[src/rtl/spi_xfer_ctrl.sv]
// Transfer sequencer in front of the 1-master/3-slave SPI shift core: accepts one
// byte + slave index, runs one full-byte exchange, then returns the captured byte.
module spi_xfer_ctrl #(
  parameter int DATA_W     = 8,
  parameter int NUM_SS     = 3,
  parameter int GAP_CYCLES = 1
) (
  input  logic              clk,
  input  logic              rst,
  input  logic              tx_valid,
  output logic              tx_ready,
  input  logic [DATA_W-1:0] tx_data,
  input  logic [1:0]        tx_sel,
  output logic [DATA_W-1:0] data_inp,
  output logic              load,
  output logic              ss0,
  output logic              ss1,
  output logic              ss2,
  input  logic [DATA_W-1:0] master_data1,
  output logic              rx_valid,
  output logic [DATA_W-1:0] rx_data,
  output logic [1:0]        rx_sel,
  output logic              busy,
  output logic              err_sel
);

  localparam int CNT_W = $clog2(DATA_W) + 1;
  localparam int GAP_W = $clog2(GAP_CYCLES + 1) + 1;
  localparam logic [CNT_W-1:0] CNT_LAST = CNT_W'(DATA_W - 1);
  localparam logic [GAP_W-1:0] GAP_LAST = GAP_W'(GAP_CYCLES - 1);
  localparam logic [2:0]       NUM_SS_L = 3'(NUM_SS);

  typedef enum logic [2:0] {
    S_IDLE    = 3'd0,
    S_LOAD    = 3'd1,
    S_SHIFT   = 3'd2,
    S_CAPTURE = 3'd3,
    S_GAP     = 3'd4
  } state_e;

  state_e            state_q, state_d;
  logic [CNT_W-1:0]  cnt_q, cnt_d;
  logic [GAP_W-1:0]  gap_q, gap_d;
  logic [1:0]        sel_q, sel_d;
  logic [DATA_W-1:0] data_inp_q, data_inp_d;
  logic [DATA_W-1:0] rx_data_q, rx_data_d;
  logic [1:0]        rx_sel_q, rx_sel_d;
  logic              rx_valid_q, rx_valid_d;
  logic              err_sel_q, err_sel_d;
  logic              load_q, load_d;
  logic [2:0]        ss_q, ss_d;
  logic              tx_ready_q, tx_ready_d;
  logic              busy_q, busy_d;
  logic              hs_s;

  assign hs_s = tx_valid && tx_ready_q;

  // Next-state logic; every output is then registered from the next state so it
  // changes on the same edge as the FSM.
  always_comb begin
    state_d    = state_q;
    cnt_d      = cnt_q;
    gap_d      = gap_q;
    sel_d      = sel_q;
    data_inp_d = data_inp_q;
    rx_data_d  = rx_data_q;
    rx_sel_d   = rx_sel_q;
    rx_valid_d = 1'b0;
    err_sel_d  = 1'b0;
    case (state_q)
      S_IDLE: begin
        if (hs_s) begin
          data_inp_d = tx_data;
          sel_d      = tx_sel;
          if ({1'b0, tx_sel} < NUM_SS_L) begin
            state_d = S_LOAD;
          end else begin
            err_sel_d = 1'b1;
          end
        end else begin
          state_d = S_IDLE;
        end
      end
      S_LOAD: begin
        cnt_d   = {CNT_W{1'b0}};
        state_d = S_SHIFT;
      end
      S_SHIFT: begin
        if (cnt_q == CNT_LAST) begin
          cnt_d   = {CNT_W{1'b0}};
          state_d = S_CAPTURE;
        end else begin
          cnt_d = cnt_q + CNT_W'(1);
        end
      end
      S_CAPTURE: begin
        rx_data_d  = master_data1;
        rx_sel_d   = sel_q;
        rx_valid_d = 1'b1;
        gap_d      = {GAP_W{1'b0}};
        if (GAP_CYCLES == 0) begin
          state_d = S_IDLE;
        end else begin
          state_d = S_GAP;
        end
      end
      S_GAP: begin
        if (gap_q == GAP_LAST) begin
          state_d = S_IDLE;
        end else begin
          gap_d = gap_q + GAP_W'(1);
        end
      end
      default: begin
        state_d = S_IDLE;
      end
    endcase

    load_d     = (state_d == S_LOAD);
    ss_d       = (state_d == S_SHIFT) ? (3'b001 << sel_d) : 3'b000;
    tx_ready_d = (state_d == S_IDLE);
    busy_d     = (state_d != S_IDLE);
  end

  // State and registered outputs; tx_ready comes out of reset high.
  always_ff @(posedge clk) begin
    if (rst) begin
      state_q    <= S_IDLE;
      cnt_q      <= {CNT_W{1'b0}};
      gap_q      <= {GAP_W{1'b0}};
      sel_q      <= 2'b00;
      data_inp_q <= {DATA_W{1'b0}};
      rx_data_q  <= {DATA_W{1'b0}};
      rx_sel_q   <= 2'b00;
      rx_valid_q <= 1'b0;
      err_sel_q  <= 1'b0;
      load_q     <= 1'b0;
      ss_q       <= 3'b000;
      tx_ready_q <= 1'b1;
      busy_q     <= 1'b0;
    end else begin
      state_q    <= state_d;
      cnt_q      <= cnt_d;
      gap_q      <= gap_d;
      sel_q      <= sel_d;
      data_inp_q <= data_inp_d;
      rx_data_q  <= rx_data_d;
      rx_sel_q   <= rx_sel_d;
      rx_valid_q <= rx_valid_d;
      err_sel_q  <= err_sel_d;
      load_q     <= load_d;
      ss_q       <= ss_d;
      tx_ready_q <= tx_ready_d;
      busy_q     <= busy_d;
    end
  end

  assign tx_ready = tx_ready_q;
  assign data_inp = data_inp_q;
  assign load     = load_q;
  assign ss0      = ss_q[0];
  assign ss1      = ss_q[1];
  assign ss2      = ss_q[2];
  assign rx_valid = rx_valid_q;
  assign rx_data  = rx_data_q;
  assign rx_sel   = rx_sel_q;
  assign busy     = busy_q;
  assign err_sel  = err_sel_q;

endmodule
[config.mk]
export PLATFORM = sky130hd
export DESIGN_NAME = spi_xfer_ctrl
export DESIGN_NICKNAME = d
export VERILOG_FILES = /design/src/rtl/spi_xfer_ctrl.sv
export SDC_FILE = /design/constraint.sdc
export NUM_CORES = 1
export LEC_CHECK = 0
export CORE_MARGIN = 3
export CORE_UTILIZATION = 60
export DETAILED_ROUTE_END_ITERATION = 8
export DONT_BUFFER_PORTS = 1
export PLACE_DENSITY = 0.76
export SLEW_MARGIN = 0
export SYNTH_ARGS = -nofsm -noshare
export SYNTH_HDL_FRONTEND = slang
export SYNTH_SLANG_ARGS = --single-unit
[constraint.sdc]
create_clock -name clk -period 2.9 [get_ports clk]
set_input_delay 0.58 -clock clk [delete_from_list [all_inputs] [get_ports clk]]
set_output_delay 0.58 -clock clk [all_outputs]
set_load 0.02 [all_outputs]
Word level (Yosys, flattened, before mapping)
Index checks and enable logic that the tools add are counted. W data, S select, Z words.

Add/subtract/negate cells: 2. Mux-type cells: 13. Reductions and logical operators: 11. Bitwise operators: 3. Shift-type cells: 1. $lt $le $gt $ge: 1. Equal/unequal tests: 8.

Operators by type and width (count): $pmux W3 S5 (1); $mux W3 (4); $eq A3 B2 Y1 const B (3); $pmux W4 S2 (1); $eq A3 B1 Y1 const B (2); $logic_not A3 Y1 (2); $mux W2 (3); $add A4 B1 Y4 const B (1); $eq A4 B3 Y1 const B (1); $mux W4 (1); $pmux W2 S2 (1); $reduce_and A2 Y1 (2); $reduce_bool A2 Y1 (2); $eq A3 B3 Y1 const B (1); $not A1 Y1 (3); $reduce_bool A3 Y1 (1); $reduce_or A3 Y1 (1); $shl A1 B2 Y3 const A (1); $add A2 B1 Y2 const B (1); $logic_not A2 Y1 (1); $lt A2 B2 Y1 const B (1); $mux W1 (2); $ne A2 B2 Y1 const B (1); $reduce_or A2 Y1 (1); $logic_and A1 B1 Y1 (1).

Register bits after elaboration: 37. Output and inout bits: 26. Input port bits: 21.

Depth between registers and ports, before layout
Depth in word-level cells: 7. Depth in mapped cells: 7.

Worst setup path before layout
No wires, ideal clock.

Path kind: input to register. Start point: in rst. End point: reg ss_q[0]. Data required time: 2.827 ns. Path slack: 1.523 ns. Buffers on the path: 1. Library setup time: 0.073 ns. Arrival: 1.305 ns. Cell stages on the path: 3. Cells stage by stage: clkbuf_1 or3_4 nor3b_2.

Word-level cells in the longest chain between the ends: 1.

RTL lines: from (decl) (RTL line 9) `input logic rst,`; $reduce_or A2 Y1 (no source line); to (signal assigned) (RTL line 152) `ss_q <= ss_d;`; to (decl) (RTL line 51) `logic [2:0] ss_q, ss_d;`.

No other way between the ends. A chain may end at the register's enable or synchronous reset.

Worst setup path after layout
Start point: reg state_q[0]. End point: reg ss_q[0].

Word-level cells in the longest chain between the ends: 6. Elaborated cells between the ends (all ways): 15. Those cells by class: 5 x eq/ne; 1 x shift; 6 x mux; 1 x bitwise; 2 x reduce/logical.

RTL lines: from (decl) (RTL line 41) `state_e state_q, state_d;`; from (signal assigned) (RTL line 142) `state_q <= state_d;`; $mux W3 (RTL line 75) `if ({1'b0, tx_sel} < NUM_SS_L) begin`; $mux W3 (RTL line 72) `if (hs_s) begin`; $pmux W3 S5 (RTL line 70) `case (state_q)`; $eq A3 B2 Y1 (RTL line 120) `ss_d = (state_d == S_SHIFT) ? (3'b001 << sel_d) : 3'b000;`; $not A1 Y1 (no source line); $reduce_or A2 Y1 (no source line).

Several ways; a longest one is shown, not always the timed one.

==> results.ini <==
[grt]
overflow=0
antenna_found_initial=0
grt_max_degree=36
grt.total_usage_pct=18.7
grt_pass1_wl_um=4600
grt_pass1_vias=1005

[setup_path]
cp_slowest_cell=and4b_1
critPathBufInv=0
crit_fanout=22
rr_worst_depth=4
rrSetupSlack_ns=0.92
rr_startpoint=state_q[0]$_SDFF_PP0_
arrival_ns=2.24
crit_path_end_kind=flop
crit_path_start_kind=flop
max_stage_delay_ns=0.62
timing.rr.end=ss_q[0]$_SDFF_PP0_
cpLargestDelayFamily=simple AND/OR/NAND/NOR gates
crit_required_ns=3.16
critical_path_class=flop to flop
path_cells=nor2_2 > and4b_1 > mux2i_1 > nor3b_2

[logic_synthesis]
synth_top_cell_area_share_pct=49.9
netlist-cell-type-count=35
synth-edff-count=0
yosys.area.top_type=dfxtp_1
avgSynthCellArea_um2=9.34
synth_cells=159
synth_area_leaders=dfxtp_1 (50%), mux2i_1 (7.4%), a21oi_1 (5.4%)
synthTopCellsByCount=dfxtp_1 (37), nand2_1 (17), nor2_1 (17)
synth.most_common_cell=dfxtp_1
ys_seq_elements=37
yosysWarnings=0
syn_nets=182
ys.flop_type=dfxtp_1
synth_area_um2=1490
yosysSeqAreaShare_pct=49.9
async_flop_share_pct=0

[routing]
dr.pass1.iters=4
via_count=1046
drt_iter0_markers=39
ant_nets=0
wirelength_um=2720
post_drt_wl_per_cell_um=14.8
drc=0
via_per_inst=5.72

[finish]
finalNonFillerCells=183
finish.instance_area_um2=1530
area_delta_synth_final_pct=2.95
diodes=0
finish.utilization_pct=67.2
num-fill-cells=189
drive_gt1_share_pct=10.3
fin_nets=178

[timing]
relSlewSlack_pct=54.4
finalClockSkew_ns=0.00875
rsz0062_at_grt=false
finalSetupViolations=0
fmax_mhz=505
layout_min_cycle_time_ns=1.98
report.final.slew_viol_count=0
worst_pin_slew_ns=0.683
holdWs_ns=0.319
min_period_over_period_pct=68.3
fin_setup_tns_ns=0
final-hold-violation-count=0

[die]
rows=17
io_pins=47
dieWidth_um=55.8
die_height_um=55.8
dieArea_um2=3110
initial_core_util_pct=65.3
core_um2=2280

[power_and_ir_drop]
power_density_nw_per_um2=649
internal_power_mw=0.749
switching_power_mw=0.243
switching_share_pct=24.5
seq_power_share_pct=58.6
vdd.ir_drop.worst_v=0.000473
comb_power_share_pct=8.3
p_leak_nw=0.551
clkPwrFrac_pct=33.0

[clocking]
clockRootBuffer=clkbuf_4
h-tree-depth=2
cts_hold_buf=0
ctsResizeCount=0
worstSkewPairLatency_ns=0.33
clk_pin_slew_worst_paths_ns=0.10
post_cts.repair.setup_buffers=0
cts_buffer_depth=2
cts_num_sinks=37
cts_tree=done
cts_buffers=5

[flow_run]
cap_violations=0

[run_status]
status=finished clean

[place]
gp_routability_congestion=0.778
place.port_buffers=0
post-dp-hpwl_um=1940
placed_area_um2=1460
dp.cells=176

[worst_hold_path]
hold_end=busy$_SDFF_PP0_
min_path_type=input pin to flop
hold_depth=1
hp-start=rst

## cells in the final DEF, fill, tap and decap left out, types with 2 or more instances in the layout
master    netlist  routed
nor3b_1         2       2
dfxtp_1        37      37
nand2b_1        2       2
ha_1            2       2
a21o_1          2       2
mux2i_1        11      11
nand3b_1        2       2
nand2_1        17      17
nor3b_2         3       3
o21ai_0         2       2
nand3_1        11      11
a21oi_1        16      16
inv_1           4       4
nor2_1         17      17
nor2b_1         2       2
a211oi_1        2       2
clkbuf_4        0       5
## state kept, by name, indices dropped and copies added (netlist names), 2 cells and up
| signal | count |
|---|---|
| cnt_q | 4 |
| ss_q | 3 |
| state_q | 3 |
| rx_data | 8 |
| rx_sel | 2 |
| sel_q | 2 |
| gap_q | 2 |
| data_inp | 8 |
## metal layers
layer	up-vias	global-route usage [%]	wire [µm]
met3	3	6.73	258
met5	-	0	0
met4	0	5.21	14
met2	46	31.4	1290
met1	467	22.4	1150
li1	530	-	-
## per-stage QoR
| step | setup slack, ns | total power [mW] |
|---|---|---|
| floorplan | 1.52 | 0.675 |
| global placement | 0.996 | 0.672 |
| detailed placement | 0.936 | 0.676 |
| CTS | 0.906 | 1.00 |
| global route | 0.722 | 1.04 |
| finish | 0.919 | 0.992 |
## cell type report
type / count / area [µm²] / area share [%]
inverter: 4 / 15.0 / 0.982
clock inverter: 2 / 35.0 / 2.29
multi-input combinational: 106 / 658 / 43.0
tap: 28 / 35.0 / 2.29
timing repair buffer: 1 / 7.51 / 0.491
clock buffer: 5 / 37.5 / 2.45
sequential: 37 / 741 / 48.4
## power by group through the flow
stage,sequential (mW),clock [mW],combinational [mW]
floorplan,0.580,0,0.0951
global placement,0.593,0,0.0792
detailed placement,0.594,0,0.0826
CTS,0.582,0.337,0.0831
global route,0.586,0.363,0.0943
finish,0.582,0.328,0.0826
## worst max path at each step
stage | end | start | cells after the start
2_1_floorplan | ss_q[0]$_SDFF_PP0_ | rst | 3
3_5_place_dp | ss_q[0]$_SDFF_PP0_ | state_q[0]$_SDFF_PP0_ | 4
4_1_cts | ss_q[0]$_SDFF_PP0_ | state_q[0]$_SDFF_PP0_ | 4
6_report | ss_q[0]$_SDFF_PP0_ | state_q[0]$_SDFF_PP0_ | 4
5_1_grt | ss_q[0]$_SDFF_PP0_ | state_q[0]$_SDFF_PP0_ | 4
3_3_place_gp | ss_q[0]$_SDFF_PP0_ | state_q[0]$_SDFF_PP0_ | 4
## cells by family (layout without fill, tap and decap cells)
group                      after synthesis  count (layout)  synth area share [%]
adders and majority gates                2               2                  1.68
buffers and inverters                   16              12                  5.81
DFF                                     37              37                  49.9
xor gates and xnor gates                 1               1                 0.590
muxes                                   11              11                  7.41
AOI/OAI and AO/OA                       29              29                  11.7
and+or+nand+nor                         63              63                  22.9
No activity file was read; power rests on OpenSTA's default activity.
